<file path="config.mk">
export PLATFORM = sky130hd
export DESIGN_NAME = fifo_rd_stream_flat
export DESIGN_NICKNAME = d
export VERILOG_FILES = /design/src/rtl/fifo_rd_stream_pkg.sv /design/src/rtl/fifo_rd_stream_if.sv /design/src/rtl/stream_skid_buf.sv /design/src/rtl/fifo_rd_stream.sv /design/src/flat_wrapper.sv
export SDC_FILE = /design/constraint.sdc
export NUM_CORES = 1
export LEC_CHECK = 0
export ABC_AREA = 1
export ABC_CLOCK_PERIOD_IN_PS = 2200
export CAP_MARGIN = 20
export CORE_UTILIZATION = 47
export CTS_CLUSTER_SIZE = 30
export DETAILED_ROUTE_END_ITERATION = 6
export PLACE_DENSITY = 0.87
export SLEW_MARGIN = 20
export SYNTH_ARGS = -nofsm -noshare
export SYNTH_HDL_FRONTEND = slang
export SYNTH_HIERARCHICAL = 1
export SYNTH_SLANG_ARGS = --single-unit
</file>
<file path="constraint.sdc">
create_clock -name clk -period 2.2 [get_ports clk]
set_clock_uncertainty 0.05 [all_clocks]
set_input_delay 0.33 -clock clk [delete_from_list [all_inputs] [get_ports clk]]
set_output_delay 0.33 -clock clk [all_outputs]
set_load 0.005 [all_outputs]
</file>
<file path="src/rtl/fifo_rd_stream_pkg.sv">
// Shared constants and the read-credit helper for the FIFO-to-stream read adapter.
package fifo_rd_stream_pkg;

  localparam string FWFT_TRUE  = "TRUE";
  localparam string FWFT_FALSE = "FALSE";

  typedef logic [1:0] bufcnt_t;

  // Words already owned (buffered plus in flight, less the one leaving now) must leave a free slot.
  function automatic logic creditOk(input bufcnt_t cnt, input logic inflight, input logic pop);
    logic [2:0] owned;
    owned = {1'b0, cnt} + {2'b00, inflight};
    return owned < (3'd2 + {2'b00, pop});
  endfunction

endpackage

</file>
<file path="src/rtl/fifo_rd_stream_if.sv">
// FIFO read port plus valid/ready stream; master is the adapter side.
interface fifo_rd_stream_if #(parameter int DATA_W = 32);

  logic              f_empty;
  logic              f_r_req;
  logic [DATA_W-1:0] f_r_data;
  logic              m_valid;
  logic              m_ready;
  logic [DATA_W-1:0] m_data;

  modport master (
    input  f_empty, f_r_data, m_ready,
    output f_r_req, m_valid, m_data
  );

  modport slave (
    output f_empty, f_r_data, m_ready,
    input  f_r_req, m_valid, m_data
  );

endinterface

</file>
<file path="src/rtl/stream_skid_buf.sv">
// Two-entry in-order buffer: entry A is the registered stream head, entry B the skid slot behind it.
module stream_skid_buf
  import fifo_rd_stream_pkg::*;
#(
  parameter int DATA_W = 32
) (
  input  logic              clk,
  input  logic              nrst,
  input  logic              clr,
  input  logic              push,
  input  logic [DATA_W-1:0] push_data,
  input  logic              pop,
  output logic              a_valid,
  output logic [DATA_W-1:0] a_data,
  output bufcnt_t           buf_cnt
);

  logic              a_valid_q;
  logic              b_valid_q;
  logic [DATA_W-1:0] a_data_q;
  logic [DATA_W-1:0] b_data_q;

  // A push alongside a pop with both entries full is legal: B advances to A and the new word refills B.
  always_ff @(posedge clk) begin
    if (!nrst || clr) begin
      a_valid_q <= 1'b0;
      b_valid_q <= 1'b0;
      a_data_q  <= '0;
      b_data_q  <= '0;
    end else if (pop) begin
      if (b_valid_q) begin
        a_data_q  <= b_data_q;
        a_valid_q <= 1'b1;
        b_valid_q <= push;
        if (push) b_data_q <= push_data;
      end else begin
        a_valid_q <= push;
        if (push) a_data_q <= push_data;
      end
    end else if (push) begin
      if (!a_valid_q) begin
        a_valid_q <= 1'b1;
        a_data_q  <= push_data;
      end else begin
        b_valid_q <= 1'b1;
        b_data_q  <= push_data;
      end
    end
  end

  assign a_valid = a_valid_q;
  assign a_data  = a_data_q;
  assign buf_cnt = {a_valid_q & b_valid_q, a_valid_q ^ b_valid_q};

  overflowNever: assert property (@(posedge clk) disable iff (!nrst || clr)
                                  !(push && !pop && buf_cnt == 2'd2));

endmodule

</file>
<file path="src/rtl/fifo_rd_stream.sv">
// Drains a single-clock FIFO (FWFT or registered read) into a valid/ready stream without losing words.
module fifo_rd_stream
  import fifo_rd_stream_pkg::*;
#(
  parameter string FWFT_MODE = FWFT_TRUE,
  parameter int    DATA_W    = 32,
  parameter int    CNT_W     = 32
) (
  input  logic                 clk,
  input  logic                 nrst,
  input  logic                 flush,
  fifo_rd_stream_if.master     bus,
  output bufcnt_t              buf_cnt,
  output logic [CNT_W-1:0]     words_out
);

  localparam bit IsFwft = (FWFT_MODE == FWFT_TRUE);

  logic             pop;
  logic             push;
  logic             inflight_q;
  logic             inflight_d;
  logic [CNT_W-1:0] words_q;
  logic [CNT_W-1:0] words_d;

  assign pop = bus.m_valid & bus.m_ready;

  assign bus.f_r_req = nrst & ~flush & ~bus.f_empty & creditOk(buf_cnt, inflight_q, pop);

  // A registered-read word lands one cycle late; a flush in that cycle drops it.
  assign push       = IsFwft ? bus.f_r_req : (inflight_q & ~flush);
  assign inflight_d = IsFwft ? 1'b0 : bus.f_r_req;
  assign words_d    = pop ? words_q + CNT_W'(1) : words_q;

  always_ff @(posedge clk) begin
    if (!nrst) begin
      inflight_q <= 1'b0;
      words_q    <= '0;
    end else begin
      inflight_q <= inflight_d;
      words_q    <= words_d;
    end
  end

  stream_skid_buf #(.DATA_W(DATA_W)) u_buf (
    .clk       (clk),
    .nrst      (nrst),
    .clr       (flush),
    .push      (push),
    .push_data (bus.f_r_data),
    .pop       (pop),
    .a_valid   (bus.m_valid),
    .a_data    (bus.m_data),
    .buf_cnt   (buf_cnt)
  );

  assign words_out = words_q;

endmodule
</file>
<file path="src/flat_wrapper.sv">
// flat-port wrapper written by rule: the top's interface ports become plain ports
module fifo_rd_stream_flat import fifo_rd_stream_pkg::*;
#(
  parameter string FWFT_MODE = FWFT_TRUE,
  parameter int    DATA_W    = 32,
  parameter int    CNT_W     = 32
)
  (clk, nrst, flush, buf_cnt, words_out, bus_f_empty, bus_f_r_data, bus_m_ready, bus_f_r_req, bus_m_valid, bus_m_data);
  fifo_rd_stream_if #(.DATA_W(DATA_W)) bus_i ();
  input  logic clk;
  input  logic nrst;
  input  logic flush;
  output bufcnt_t buf_cnt;
  output logic [CNT_W-1:0] words_out;
  input wire logic [$bits(bus_i.f_empty)-1:0] bus_f_empty;
  input wire logic [$bits(bus_i.f_r_data)-1:0] bus_f_r_data;
  input wire logic [$bits(bus_i.m_ready)-1:0] bus_m_ready;
  output wire logic [$bits(bus_i.f_r_req)-1:0] bus_f_r_req;
  output wire logic [$bits(bus_i.m_valid)-1:0] bus_m_valid;
  output wire logic [$bits(bus_i.m_data)-1:0] bus_m_data;
  assign bus_i.f_empty = bus_f_empty;
  assign bus_i.f_r_data = bus_f_r_data;
  assign bus_i.m_ready = bus_m_ready;
  assign bus_f_r_req = bus_i.f_r_req;
  assign bus_m_valid = bus_i.m_valid;
  assign bus_m_data = bus_i.m_data;
  fifo_rd_stream #(.FWFT_MODE(FWFT_MODE), .DATA_W(DATA_W), .CNT_W(CNT_W)) u_core (.clk(clk), .nrst(nrst), .flush(flush), .bus(bus_i), .buf_cnt(buf_cnt), .words_out(words_out));
endmodule
</file>
; ---- Yosys cells after proc, flatten, opt, wreduce, memory -nomap -nowiden
; Index checks and enable logic that the tools add are counted.
; W data, S select, Z words.
[word_totals]
word_cells = 43
input_bits = 37
latchBits = 0
ram_bits = 0
output_inout_bits = 68
mem_bits_ro = 0
regBits = 98
mem_count = 0
[classes]
n_shift = 0
order_cmp = 1
div = 0
n_eq_ne = 3
n_mux = 16
n_mul = 0
bitwise = 8
n_reduce_logical = 8
add_sub_neg = 2
[op_table]
columns = operator, count
row1 = $mux W32, 9
row2 = $add A32 B1 Y32 const B, 1
row3 = $mux W1, 7
row4 = $reduce_bool A2 Y1, 3
row5 = $and A1 B1 Y1, 5
row6 = $ne A2 B2 Y1 const B, 2
row7 = $reduce_and A4 Y1, 1
row8 = $add A2 B1 Y3 const A, 1
row9 = $lt A2 B3 Y1, 1
row10 = $reduce_and A3 Y1, 1
row11 = $ne A2 B1 Y1 const B, 1
row12 = $not A1 Y1, 2
row13 = $reduce_and A2 Y1, 1
row14 = $logic_not A1 Y1, 1
row15 = $logic_or A1 B1 Y1, 1
row16 = $xor A1 B1 Y1, 1

; ---- Depth between registers and ports, before layout
; Gate-level depths: netlist (run 1).
[logic_depth]
ltp_word = 7
mapped_depth = 11
depth_no_buf = 10

; ---- Modules after synthesis
; Netlist (run 1), hierarchy kept.
[modules_own_cells]
columns = module, cells_per_inst, n_inst, area_each_um2, seq_area_each_um2
row1 = stream_skid_buf, 535, 1, 3427.0, 1321.3
row2 = fifo_rd_stream, 285, 1, 1858.0, 640.6

; ---- Least setup slack after synthesis (run 1)
; Ideal clock, no wire load.
[synth_path]
path_kind = reg-to-reg
start = reg u_core.u_buf.a_valid_q (netlist: u_core/u_buf/a_valid)
end = reg u_core.u_buf.b_data_q[22]
slack_ns = -0.085
t_arrival_ns = 2.171
setup_time_ns = 0.064
period_less_slack_ns = 2.285
path_stages_with_launch = 9
n_path_buf = 3
t_required_ns = 2.086
cell_sequence = dfxtp_1 -> nand2_1 -> buf_2 -> o21a_1 -> nor4_1 -> buf_2 -> buf_1 -> a21oi_1 -> nor2_1
[synth_via]
elab_chain_cells = 6
elab_cells_between_ends = 12
classes_between = add/sub: 1 / order compare: 1 / eq/ne: 2 / mux: 1 / bitwise: 4 / reduce/logical: 3
[synth_rtl]
columns = element, line_no
row1 = "start, declared", stream_skid_buf.sv:18  ; logic a_valid_q;
row2 = "start signal, assigned", stream_skid_buf.sv:37  ; a_valid_q <= push;
row3 = $and A1 B1 Y1, fifo_rd_stream.sv:26  ; assign pop = bus.m_valid & bus.m_ready;
row4 = $add A2 B1 Y3, fifo_rd_stream_pkg.sv:13  ; return owned < (3'd2 + {2'b00, pop});
row5 = $lt A2 B3 Y1 *, fifo_rd_stream_pkg.sv:13
row6 = $and A1 B1 Y1 *, fifo_rd_stream.sv:28  ; assign bus.f_r_req = nrst & ~flush & ~bus.f_empty & creditOk(buf_cnt, inflight_q, pop);
row7 = named net bus_f_r_req, flat_wrapper.sv:18  ; output wire logic [$bits(bus_i.f_r_req)-1:0] bus_f_r_req;
row8 = $ne A2 B2 Y1 (no source line) / $reduce_bool A2 Y1 (equally long branches), -
row9 = $reduce_and A4 Y1 (no source line) *, -
row10 = "end signal, assigned", stream_skid_buf.sv:35  ; if (push) b_data_q <= push_data;
row11 = "end signal, assigned", stream_skid_buf.sv:46  ; b_data_q <= push_data;
row12 = "end, declared", stream_skid_buf.sv:21  ; logic [DATA_W-1:0] b_data_q;
; Mark *: on every way through the listed nets, which the timed path passes. The rest lies on a longest branch.
; A chain may end at the register's enable or synchronous reset.

; ---- Worst setup path in the final report (run 1)
[layout_path]
start = reg u_core.u_buf.a_valid_q (netlist: u_core/u_buf/a_valid)
end = out bus_f_r_req
[layout_via]
elab_chain_cells = 4
elab_cells_between_ends = 6
classes_between = add/sub: 1 / order compare: 1 / bitwise: 4
[layout_rtl]
columns = element, line_no
row1 = $and A1 B1 Y1, fifo_rd_stream.sv:26
row2 = $add A2 B1 Y3, fifo_rd_stream_pkg.sv:13
row3 = $lt A2 B3 Y1 *, fifo_rd_stream_pkg.sv:13
row4 = $and A1 B1 Y1 *, fifo_rd_stream.sv:28
row5 = "end, declared", flat_wrapper.sv:18
; Every way passes the cells marked *; elsewhere a longest branch is shown, timed or not.

==> results of run 1 <==
==> final cells by class <==
cell class              instances  area (µm²)  share of cell area (%)
clock inverters                 4        28.8                   0.430
clock buffers                  11         141                    2.11
multi-input cells             569        2690                    40.2
repair buffers                126        1280                    19.1
inverters                     111         419                    6.26
flip-flops and latches         98        1960                    29.3
well taps                     140         175                    2.62
==> cell families (layout without fill, tap and decap cells) <==
logic type                 Yosys count  count (layout)  share of synthesized area (%)
xor gates and xnor gates             1               1                          0.166
AOI/OAI and AO/OA                   63              63                           6.11
buffers and inverters              153             252                           12.4
and+or+nand+nor                    503             503                           43.7
DFF                                 98              98                           37.1
adders and majority gates            2               2                          0.473
==> worst register-to-register path, delay by kind of cell (launching register included) <==
family                 cells  cell delay (ns)
AO/OA/AOI/OAI              1             0.15
buffers and inverters      4             0.83
flip-flops                 1             0.33
AND/OR/NAND/NOR            4             0.56
==> per-stage QoR <==
stage / TNS (ns) / util (%)
global placement: -0.0354 / 59.9
CTS: 0 / 61.5
finish: 0 / 61.5
global route: 0 / 61.5
detailed placement: -2.95 / 59.9
floorplan: 0 / -
==> worst paths after layout <==
kind                                            from                        end  slack [ns]
worst min-delay path             u_core/words_out[5]        u_core/words_out[5]        0.44
worst max register to register  u_core/u_buf/a_valid  u_core/u_buf/b_data_q[21]        0.19
worst max-delay path            u_core/u_buf/a_valid                bus_f_r_req        0.09
worst min register to register   u_core/words_out[5]        u_core/words_out[5]        0.44
==> power by group <==
part	switching (W)	internal [W]	total, W
clock network	0.000621	0.000436	0.00106
logic	0.000171	0.000155	0.000326
registers	0.00000806	0.00179	0.00180
total	0.000800	0.00238	0.00318
==> synth_stat cells (3+ instances only) <==
library cell / instances
buf_1: 5
inv_1: 106
nand2_1: 224
nand3_1: 67
clkbuf_1: 5
dfxtp_1: 98
nor3_1: 5
nand3_2: 23
nand4_1: 10
nor2_4: 5
nor2_2: 6
o21ai_0: 9
nor3b_1: 3
nor2_1: 145
nand2_4: 3
a21oi_1: 50
nand2_2: 5
buf_6: 6
buf_2: 25
==> registers in the layout (all words and copies together), names as in the netlist <==
register / cells
u_core/u_buf/a_data: 32
u_core/u_buf/b_data_q: 32
u_core/words_out: 32
u_core/u_buf/a_valid: 1
u_core/u_buf/b_valid_q: 1
==> layer usage <==
metal	vias up	routed length, µm	global-route usage, %
met5	-	0	0
met4	0	202	8.22
met3	14	830	5.30
met2	156	6000	38.7
met1	2231	5490	26.7
li1	2710	-	-
==> reports/results.txt, run 1 <==
Run status = complete, no violations
Post-CTS Hold Fix Bufs = 0
Vias in the first global route = 4721
Count of cell types in the netlist = 33
Core ar. = 0.0109 mm²
Initial core utilization = 48.5%
Crit-path max FO = 3
Post-CTS Resized = 1
Post-CTS Setup Bufs = 0
DP Area = 0.00653 mm²
H-Tree Depth = 3
Syn_nets = 859
Reg clk slew, reported paths = 0.09 ns
Area leader, netlist = dfxtp_1
First-pass GRT wire length = 20800 µm
Gr usage total = 22.3%
CP max stage cell = dfxtp_1
Port Buffer Count = 104
Slowest stage delay, CP = 0.33 ns
Hpwl dp = 8780 µm
Grt ovf = 0
Worst hold path type = reg -> reg
DIE AREA = 0.0117 mm²
Worst Hold Path Cells = 2
Initial drt markers = 269
Dpl ws = -0.0972 ns
DRC viols = 0
Fin worst setup slack = 0.0927 ns
RePlAce Congestion = 0.911
Pre-antenna DRT Iters = 5
Nature of the critical path endpoint = primary output
Top post-synthesis cells by area = dfxtp_1 (37%), nand2_1 (16%), nor2_1 (10%)
Synth async-reset ratio = 0%
Max frequency = 475 MHz
Insertion delay to the later sink of the worst-skew pair = 0.38 ns
Most frequent cells in the layout = nand2_1 (224), nor2_1 (144), inv_1 (106)
Number of I/O pins = 105
Antenna Nets Post-Route = 0
Worst path bufs/invs = 1
Total wire length = 12500 µm
Slew Limit Fails = 0
Most common library cell in the layout ignoring fill and taps = nand2_1
Share of post-route cells with drive strength above 1 = 9.58%
Largest net degree at the start of global routing = 42
Post-route cell area = 0.00670 mm²
Clk root buf = clkbuf_8
Post-synthesis cell count = 820
Area of the mapped netlist = 0.00529 mm²
Yosys warning total = 6
Final number of setup-violating endpoints = 0
Die width = 108 µm
Dpl cells = 1044
Number of synthesized flops with an enable pin = 0
Worst vdd rail ir drop = 0.335 mV
Crit share post-route = 95.8%
Critical path data arrival time = 1.73 ns
WL/cell = 11.8 µm
Row count = 38
Via Count = 5111
# diodes = 0
Ys flop type = dfxtp_1
Worst path top cell family by delay = flip-flops
Reg2Reg Depth = 9
Area Growth Syn to Fin = 26.7%
Vias/cell = 4.83
CTS tree = built
Fin. Hold Viols = 0
P_leak = 2.89 nW
Fill cells = 995
PwrDens = 475 mW/mm²
MaxCap Viol Count = 0
Die Y = 108 µm
Slew @ Worst Pin = 0.398 ns
Share of the yosys chip area belonging to registers = 37.1%
Worst path depth = 4
Initial antenna violation count = 0
RSZ-0062 raised after global routing = false
Hold WS = 0.440 ns
Clk sinks = 98
Clk buf depth = 2
CP required = 1.82 ns
Relative slew slack = 73.5%
Min Tclk post-route = 2.11 ns
CP cell instances = ha_1 > o21a_1 > nor4_4 > dlygate4sd2_1
Nets@finish = 954
TritonCTS Buffers = 9
CP startpoint kind = flip-flop
Seq cells post-synth = 98
Synth top area share = 37.1%
PnR Total Power = 0.00318 W
Synth Area per Inst = 6.45 µm²
Post-route non-filler standard cell count = 1059
Setup Crit Path Kind = reg -> out
(Power assumes the default switching activity.)
==> run 2: changes to the inputs <==
ABC_CLOCK_PERIOD_IN_PS = 2300   (was 2200)
CORE_UTILIZATION = 52   (was 47)
PLACE_DENSITY = 0.9   (was 0.87)
SETUP_SLACK_MARGIN = 0.2   (was not set)
clock period = 2.3 ns   (was 2.2 ns; I/O delays follow)
==> run 2 against run 1 <==
  * Sequential share of layout area is 0.81 points lower
  * Cell area grew 3.0%
  * Worst setup slack better by 0.16 ns
  * Global-route usage up 2.5 points
  * First-iteration DRC count is 9.3% higher
  * Sequential power is 4% lower
  * Utilization is 8.7 points higher
  * Sequential cell count unchanged
  * Die area fell by 9.4%
  * Worst hold slack worse by 0.013 ns
  * Largest cell class unchanged
  * Highest routed layer unchanged
==> reports/results.txt, run 2 (synthesis gave the netlist of run 1 again) <==
MaxCap Viol Count = 0 (unchanged)
Fill cells = 819 (-18%)
Initial antenna violation count = 0 (unchanged)
Relative slew slack = 72.5% (-1.0 points)
Via Count = 5355 (+4.8%)
TritonCTS Buffers = 9 (unchanged)
DRC viols = 0 (unchanged)
Worst path bufs/invs = 4 (+3)
Clk sinks = 98 (unchanged)
Crit-path max FO = 9 (+6)
Die Y = 103 µm (-4.8%)
Worst vdd rail ir drop = 0.273 mV (-19%)
CP max stage cell = dfxtp_2
WL/cell = 12.5 µm (+6.1%)
Worst hold path type = reg -> reg
Reg clk slew, reported paths = 0.10 ns (about the same)
Pre-antenna DRT Iters = 5 (unchanged)
RePlAce Congestion = 0.918 (+0.70%)
Setup Crit Path Kind = reg -> reg
Initial drt markers = 294 (+9.3%)
Slew Limit Fails = 0 (unchanged)
Fin. Hold Viols = 0 (unchanged)
Min Tclk post-route = 2.05 ns
Vias in the first global route = 4627 (-2.0%)
Gr usage total = 24.8% (+2.5 points)
Insertion delay to the later sink of the worst-skew pair = 0.36 ns (-0.02 ns)
First-pass GRT wire length = 21000 µm (+0.80%)
Number of I/O pins = 105 (unchanged)
CP startpoint kind = flip-flop
Critical path data arrival time = 2.26 ns (+0.53 ns)
Port Buffer Count = 104 (unchanged)
Total wire length = 13300 µm (+5.9%)
Final number of setup-violating endpoints = 0 (unchanged)
Largest net degree at the start of global routing = 65 (+55%)
Nets@finish = 958 (+0.42%)
Crit share post-route = 89.1%
P_leak = 2.99 nW (+3.3%)
Worst path top cell family by delay = simple AND/OR/NAND/NOR gates
Post-route cell area = 0.00689 mm² (+3.0%)
H-Tree Depth = 3 (unchanged)
CTS tree = built
Slew @ Worst Pin = 0.413 ns (+0.0152 ns)
Antenna Nets Post-Route = 0 (unchanged)
Most common library cell in the layout ignoring fill and taps = nand2_1
Clk buf depth = 2 (unchanged)
Most frequent cells in the layout = nand2_1 (223), nor2_1 (139), inv_1 (106)
Slowest stage delay, CP = 0.35 ns (+0.02 ns)
Core ar. = 0.00982 mm² (-9.8%)
PnR Total Power = 0.00342 W (+7.4%)
Die width = 103 µm (-4.8%)
Vias/cell = 5.07 (+5.0%)
CP required = 2.51 ns (+0.69 ns)
Area Growth Syn to Fin = 30.4%
Initial core utilization = 53.8% (+5.3 points)
Run status = complete, no violations
Share of post-route cells with drive strength above 1 = 11.4% (+1.8 points)
Nature of the critical path endpoint = flip-flop
Max frequency = 488 MHz
Clk root buf = clkbuf_8
PwrDens = 495 mW/mm² (+4.3%)
Grt ovf = 0 (unchanged)
DIE AREA = 0.0106 mm² (-9.4%)
# diodes = 0 (unchanged)
Row count = 36 (-5.3%)
Hpwl dp = 8680 µm (-1.2%)
RSZ-0062 raised after global routing = true
CP cell instances = ha_4 > o21a_1 > nor4_4 > buf_4 > buf_4 > inv_1 > nand2_2 > nand2_8 > clkbuf_16 > nor2_1 > nor2_1
DP Area = 0.00645 mm² (-1.1%)
run 2: changes by cell type in the layout (fill, tap and decap cells not counted), sizes merged:
cell / delta
buf: +2
bufinv: +3
clkbuf: +1
clkinv: -1
clkinvlp: -2
dlygate4sd2: -1
inv: +3
run 2: layout make-up:
cell class	count	area (µm²)	share of cell area [%]
clock buffers	9	124	1.80
clock inverters	7	121	1.76
well taps	133	166	2.41
flip-flops and latches	98	1960	28.5
multi-input cells	569	2730	39.5
repair buffers	130	1370	19.9
inverters	111	420	6.10
run 2: metal layers:
metal	part of all wire [%]	track usage, %
met5	0	0
met4	1.4	7.26
met3	6.3	3.86
met1	43	30.1
met2	50	45.1
run 2: path summary, 6_finish.rpt:
path / end / slack [ns] / startpoint / cells after the start
worst min register to register: u_core/words_out[5] / 0.43 / u_core/words_out[5] / 2
worst max-delay path: u_core/u_buf/a_data[14] / 0.25 / u_core/u_buf/a_valid / 11
worst min-delay path: u_core/words_out[5] / 0.43 / u_core/words_out[5] / 2
worst max register to register: u_core/u_buf/a_data[14] / 0.25 / u_core/u_buf/a_valid / 11
run 2: what timing repair did:
item	CTS	global route
pin swaps	3	4
buffers inserted	4	1
hold buffers	0	0
cloned	0	4
setup endpoints to repair	27	37
gates resized for setup	13	7
run 2: per-stage QoR:
| stage | TNS, ns | worst slack (ns) | hold slack (ns) | std cells | util (%) |
|---|---|---|---|---|---|
| after floorplan | 0 | 0.215 | 0.401 | 820 | - |
| after global placement | -1.41 | -0.0460 | 0.411 | 1032 | 65.7 |
| after detailed placement | -4.08 | -0.110 | 0.417 | 1032 | 65.7 |
| after CTS | 0 | 0.177 | 0.432 | 1052 | 68.9 |
| after global routing | 0 | 0.167 | 0.466 | 1057 | 70.2 |
| final | 0 | 0.250 | 0.427 | 1057 | 70.2 |
run 2: tightest hold or removal path: stages (launching register included):
cell     delay [ns]
dfxtp_1        0.34
inv_1          0.05
a21oi_1        0.05
run 2: report_power, final:
group | total [W] | switching (W) | internal, W
clock network | 0.00136 | 0.000624 | 0.000733
logic | 0.000340 | 0.000177 | 0.000163
registers | 0.00172 | 0.00000835 | 0.00171
total | 0.00342 | 0.000809 | 0.00261
==> run 3: changes to the inputs <==
HOLD_SLACK_MARGIN = 0.03   (was not set)
SLEW_MARGIN = not set   (was 20)
==> results of run 3 <==
Same layout as run 2: the final DEF is identical, and so are final timing and power.
